File: src/rtl/traffic_ctrl.sv
// Two-road traffic light controller stepped by a 1 Hz tick, with a per-phase countdown.
// Optional pedestrian shortening of the north-south green is compiled in with PED_REQ_EN.
module traffic_ctrl #(
    parameter int GREEN_NS = 30,
    parameter int GREEN_EW = 20,
    parameter int YELLOW   = 3,
    parameter int PED_MIN  = 5
) (
    input  logic       clk,
    input  logic       rst_n,
    input  logic       tick,
    input  logic       ped_req,
    output logic [2:0] ns_light,
    output logic [2:0] ew_light,
    output logic [5:0] remain,
    output logic       ped_wait
);

    typedef enum logic [1:0] {
        NS_G = 2'd0,
        NS_Y = 2'd1,
        EW_G = 2'd2,
        EW_Y = 2'd3
    } state_t;

    localparam logic [5:0] T_NS  = 6'(GREEN_NS);
    localparam logic [5:0] T_EW  = 6'(GREEN_EW);
    localparam logic [5:0] T_Y   = 6'(YELLOW);
    localparam logic [5:0] T_PED = 6'(PED_MIN);

    localparam logic [2:0] LAMP_R = 3'b100;
    localparam logic [2:0] LAMP_Y = 3'b010;
    localparam logic [2:0] LAMP_G = 3'b001;

    state_t state;
    logic   last_sec;

    assign last_sec = tick && (remain == 6'd1);

    // Lamps and remain are loaded together with the state so they never disagree.
    always_ff @(posedge clk) begin
        if (!rst_n) begin
            state    <= NS_G;
            remain   <= T_NS;
            ns_light <= LAMP_G;
            ew_light <= LAMP_R;
        end else begin
            case (state)
                NS_G: begin
                    if (last_sec) begin
                        state    <= NS_Y;
                        remain   <= T_Y;
                        ns_light <= LAMP_Y;
                        ew_light <= LAMP_R;
                    end
`ifdef PED_REQ_EN
                    else if (tick && ped_wait && (remain > T_PED)) begin
                        remain <= T_PED;
                    end
`endif
                    else if (tick) begin
                        remain <= remain - 6'd1;
                    end
                end
                NS_Y: begin
                    if (last_sec) begin
                        state    <= EW_G;
                        remain   <= T_EW;
                        ns_light <= LAMP_R;
                        ew_light <= LAMP_G;
                    end else if (tick) begin
                        remain <= remain - 6'd1;
                    end
                end
                EW_G: begin
                    if (last_sec) begin
                        state    <= EW_Y;
                        remain   <= T_Y;
                        ns_light <= LAMP_R;
                        ew_light <= LAMP_Y;
                    end else if (tick) begin
                        remain <= remain - 6'd1;
                    end
                end
                EW_Y: begin
                    if (last_sec) begin
                        state    <= NS_G;
                        remain   <= T_NS;
                        ns_light <= LAMP_G;
                        ew_light <= LAMP_R;
                    end else if (tick) begin
                        remain <= remain - 6'd1;
                    end
                end
                default: begin
                    state    <= NS_G;
                    remain   <= T_NS;
                    ns_light <= LAMP_G;
                    ew_light <= LAMP_R;
                end
            endcase
        end
    end

`ifdef PED_REQ_EN
    // Requests only count while north-south traffic is being served; entering EW_G serves them.
    always_ff @(posedge clk) begin
        if (!rst_n) begin
            ped_wait <= 1'b0;
        end else if ((state == NS_Y) && last_sec) begin
            ped_wait <= 1'b0;
        end else if (ped_req && ((state == NS_G) || (state == NS_Y))) begin
            ped_wait <= 1'b1;
        end
    end
`else
    logic ped_unused;
    assign ped_unused = ped_req;

    always_ff @(posedge clk) begin
        ped_wait <= 1'b0;
    end
`endif

endmodule

File: config.mk
export PLATFORM = sky130hd
export DESIGN_NAME = traffic_ctrl
export DESIGN_NICKNAME = d
export VERILOG_FILES = /design/src/rtl/traffic_ctrl.sv
export SDC_FILE = /design/constraint.sdc
export NUM_CORES = 1
export LEC_CHECK = 0
export ABC_CLOCK_PERIOD_IN_PS = 1700
export CORE_MARGIN = 5
export CORE_UTILIZATION = 35
export DETAILED_ROUTE_END_ITERATION = 6
export MAX_ROUTING_LAYER = met4
export SYNTH_ARGS = -nofsm -noshare
export SYNTH_HDL_FRONTEND = slang
export SYNTH_SLANG_ARGS = --single-unit
File: constraint.sdc
create_clock -name clk -period 1.7 [get_ports clk]
set_input_delay 0.17 -clock clk [delete_from_list [all_inputs] [get_ports clk]]
set_output_delay 0.17 -clock clk [all_outputs]
set_load 0.02 [all_outputs]
======== Yosys cells after proc, flatten, opt, wreduce, memory -nomap -nowiden ========
Index checks and enable logic that the tools add are counted.
operators by class
  mux-type cells .......................... 15
  reductions and logical operators ........ 8
  add/sub/neg operators ................... 1
  equal/unequal tests ..................... 10
operators by type and width
  kind                 count
  $mux 6               4
  $pmux 3 s3           2
  $pmux 6 s3           1
  $mux 3               3
  $mux 2               4
  $ne 2x2->1 const B   4
  $pmux 2 s4           1
  $eq 6x1->1 const B   1
  $reduce_and 3->1     2
  $reduce_or 2->1      3
  $sub 6x1->6 const B  1
  $eq 2x2->1 const B   2
  $ne 2x1->1 const B   2
  $reduce_and 4->1     1
  $eq 2x1->1 const B   1
  $logic_not 2->1      1
  $logic_and 1x1->1    1
storage, ports and cells
  input port bits ......................... 4
  output and inout bits ................... 13
  word-level logic and storage cells ...... 38
  flip-flop bits (word level) ............. 14

======== Logic depth before layout (Yosys ltp) ========
  word-level depth ........................ 4
  gate-level depth with buffers ........... 8
  mapped depth without buffers ............ 6

======== Worst setup path after synthesis ========
Ideal clock, no wire load.
  path type ............................... register to register
  start point ............................. reg remain[1]
  end point ............................... reg ns_light[1]
  arrival ................................. 1,550 ps
  period minus slack after synthesis ...... 1,669 ps
  buffers on the path ..................... 2
  setup time .............................. 119 ps
  required time ........................... 1,581 ps
  stages on the path, launching flop included .. 8
  path slack .............................. 31 ps
  path through ............................ dfxtp_1 -> inv_1 -> ha_1 -> nor2b_1 -> and2_1 -> buf_6 -> buf_12 -> o221a_2
between the ends
  word-level cells in the longest chain between the ends .. 4
  elaborated cells on any way between the ends .. 6
  classes of those cells .................. 4 x eq/ne; 2 x reduce/logical
ends and longest elaborated chain
  item                                                              line  RTL
  start: declaration                                                15    output logic [5:0] remain,
  start signal: assignment                                          62    remain <= remain - 6'd1;
  start signal: assignment                                          72    remain <= remain - 6'd1;
  start signal: assignment                                          82    remain <= remain - 6'd1;
  $eq 6x1->1 (*)                                                    38    assign last_sec = tick && (remain == 6'd1);
  $logic_and 1x1->1 (*)                                             38
  $ne 2x2->1 (no source line) / $ne 2x1->1 (equally long branches)  --
  $reduce_and 3->1 (no source line) (*)                             --
  end signal: assignment                                            45    ns_light <= LAMP_G;
  end signal: assignment                                            53    ns_light <= LAMP_Y;
  end signal: assignment                                            69    ns_light <= LAMP_R;
  end: declaration                                                  13    output logic [2:0] ns_light,
Every way passes the cells marked *; elsewhere a longest branch is shown, timed or not.
A chain may end at the register's enable or synchronous reset.

======== Worst setup path in the final report ========
  start point ............................. reg remain[1]
  end point ............................... reg ns_light[2]
The elaborated chain is that of the path after synthesis.

==> metrics.md <==
| Metric | Value |
|---|---|
| Reg2reg start | remain[1] |
| Initial core utilization | 36.9% |
| Worst reg-to-reg path cell count | 7 |
| Worst setup startpoint | remain[1] |
| Initial antenna violation count | 0 |
| Crit end category | register |
| Final setup viols | 0 |
| CTS tree | done |
| Register Area | 280 um2 |
| Fin util | 46.3% |
| Period utilization | 93.5% |
| Synth warn | 0 |
| CTS Sinks | 14 |
| Mapped Cells | 92 |
| Input/output buffers | 14 |
| Area Overhead vs Synth | 25.4% |
| CTS H-tree lvls | 1 |
| Die area | 3400 um2 |
| Mapped Area | 817 um2 |
| Vias | 680 |
| Postcts setup bufs | 0 |
| Design area | 1020 um2 |
| R2r setup slk | 0.11 ns |
| Post-place instance area | 1000 um2 |
| Fin. Hold Viols | 0 |
| Post-synth EDFFs | 0 |
| Final ANT Viol Nets | 0 |
| DP Wirelength | 1250 um |
| Multi-input logic area | 482 um2 |
| CTS Buffer Depth | 2 |
| Routed WL | 1660 um |
| Post-CTS Hold Fix Bufs | 0 |
| Static leakage | between 0.4 and 0.5 nW |
| Status | completed |
| Hold Crit Class | reg -> reg |
| Vias in the first global route | 692 |
| WL per Instance | 12.0 um |
| CTS root buf | clkbuf_4 |
| Synth Register Bits | 14 |
| TritonCTS Buffers | 3 |
| Post-Route Skew | 0.00187 ns |
| Total gr overflow | 0 |
| Share of layout cells above drive strength 1 | 12.7% |
| RSZ-0062 raised after global routing | no |
| Overall routing resource usage | 11.0% |
| Synthesized Nets | 103 |
| Drt first-iter violations | 3 |
| Async SR Flop Fraction | 0% |
| Largest net degree at the start of global routing | 16 |
| Fin crit period | 1.59 ns |
| Hold Path Depth | 2 |
| Final setup TNS | 0 ns |
| Antenna Diode Count | 0 |
| Peak VDD IR | 0.450 mV |
| Worst skew pair latency | 0.27 ns |
| Residual DRC | 0 |
| Commonest non-fill, non-tap cell in the layout | nor2_1 |
| WHS Endpoint | ew_light[0] |
| I/O pin count | 17 |
| Most used DFF post-synth | dfxtp_1 |
| First-pass GRT wire length | 2830 um |
| Most frequent cells in the layout | nor2_1, dfxtp_1, clkdlybuf4s50_1 |
| Max Slew Vio Count | 0 |
| Die Wd | slightly below 60 um |
| F_max | 629 MHz |
| CP Class | reg -> reg |
| Hold_sp | ew_light[0] |
| Pre-Repair DR Iteration Count | 4 |
| Chip Height | 58.3 um |
| Vias per inst | about 4.9 |
| CP arrival | 1.76 ns |
| Gpl congestion | 0.780 |
| CP required | 1.87 ns |
| CTS resizes | 1 |
| Crit-path max FO | 15 |
| FP Rows | 17 |
| Reg-to-reg endpoint | ns_light[2] |
| Clk pin slew, worst setup/hold paths | 0.08 ns |
| Mean area per synthesized cell | 8.88 um2 |
| Core area | 2210 um2 |
| Seq/Total Area, Yosys | 34.3% |
| Critical Path Start Type | register |
| Netlist cell types | 35 |
| Final nets | 123 |
| Power per cell area | 582 nW/um2 |
| Max Cap Violations | 0 |
| Fillers | about 230 |
synth_stat cells (2+ instances only):
master,count,area share (%)
ha_1,7,11
nand2_1,3,1.4
o221a_2,2,2.8
nor2b_1,2,1.5
nor2_1,17,7.8
o21ai_0,5,3.1
o21a_1,2,1.8
a21oi_1,4,2.5
nand3_1,2,1.2
xor2_1,4,4.3
o21ai_1,4,2.5
dfxtp_1,14,34
inv_1,4,1.8
through the flow:
| stage | hold slack [ns] | instances | total power [mW] | setup slack (ns) |
|---|---|---|---|---|
| finish | 0.498 | 138 | 0.596 | 0.110 |
| global route | 0.535 | 138 | 0.628 | 0.0187 |
| CTS | 0.505 | 138 | 0.607 | 0.0884 |
| detailed placement | 0.488 | 135 | 0.421 | 0.0129 |
| global placement | 0.481 | 135 | 0.418 | 0.0652 |
| floorplan | 0.298 | 92 | 0.391 | 0.0312 |
worst max-delay path, cell delays in order, from the launching register on:
cell and delay, ns:
dfxtp_1 0.34, inv_1 0.11, ha_1 0.15, nor2b_2 0.23, and2_1 0.23, buf_12 0.15
nor2_1 0.05, o221a_2 0.23
worst max path at each step:
stage / to / depth (start not counted) / slack (ns)
3_5_place_dp: ns_light[1] / 6 / 0.01
2_1_floorplan: ns_light[1] / 7 / 0.03
3_3_place_gp: ns_light[2] / 6 / 0.07
6_report: ns_light[2] / 7 / 0.11
4_1_cts: ns_light[2] / 6 / 0.09
5_1_grt: remain[2] / 7 / 0.02
report_power, final:
group | switching (mW) | internal (mW) | leakage (nW) | total (mW)
registers | 0.00984 | 0.335 | 0.114 | 0.344
logic | 0.0346 | 0.0333 | 0.312 | 0.0679
clock network | 0.102 | 0.0821 | 0.0138 | 0.184
total | 0.146 | 0.450 | 0.439 | 0.596
logic make-up (layout without fill, tap and decap cells):
family                     after synthesis  in the layout  share of synthesized area, %
xor gates and xnor gates                 5              5                          5.36
AOI/OAI and AO/OA                       23             23                          19.0
DFF                                     14             14                          34.3
adders and majority gates                7              7                          10.7
other                                    1              1                         0.459
muxes                                    1              1                          1.23
and+or+nand+nor                         33             33                          21.9
buffers and inverters                    8             26                          7.04
area by class of cell:
class	count	share of cell area, %
inverters	4	1.47
repair buffers	19	18.6
multi-input cells	70	47.0
flip-flops and latches	14	27.4
clock buffers	3	2.20
well taps	28	3.42
metal layers:
layer / wire length [um] / GRT usage, % / up-vias / part of all wire [%]
li1: - / - / 353 / -
met1: 759 / 11.5 / 308 / 46
met2: 784 / 19.0 / 14 / 47
met3: 80 / 2.19 / 5 / 4.8
met4: 35 / 6.62 / 0 / 2.1
met5: 0 / - / - / 0
registers in the layout (all words and copies together), names as in the netlist:
signal	count
state	2
ew_light	3
remain	6
ns_light	3
Note: power is estimated with default switching activity, not from simulation.
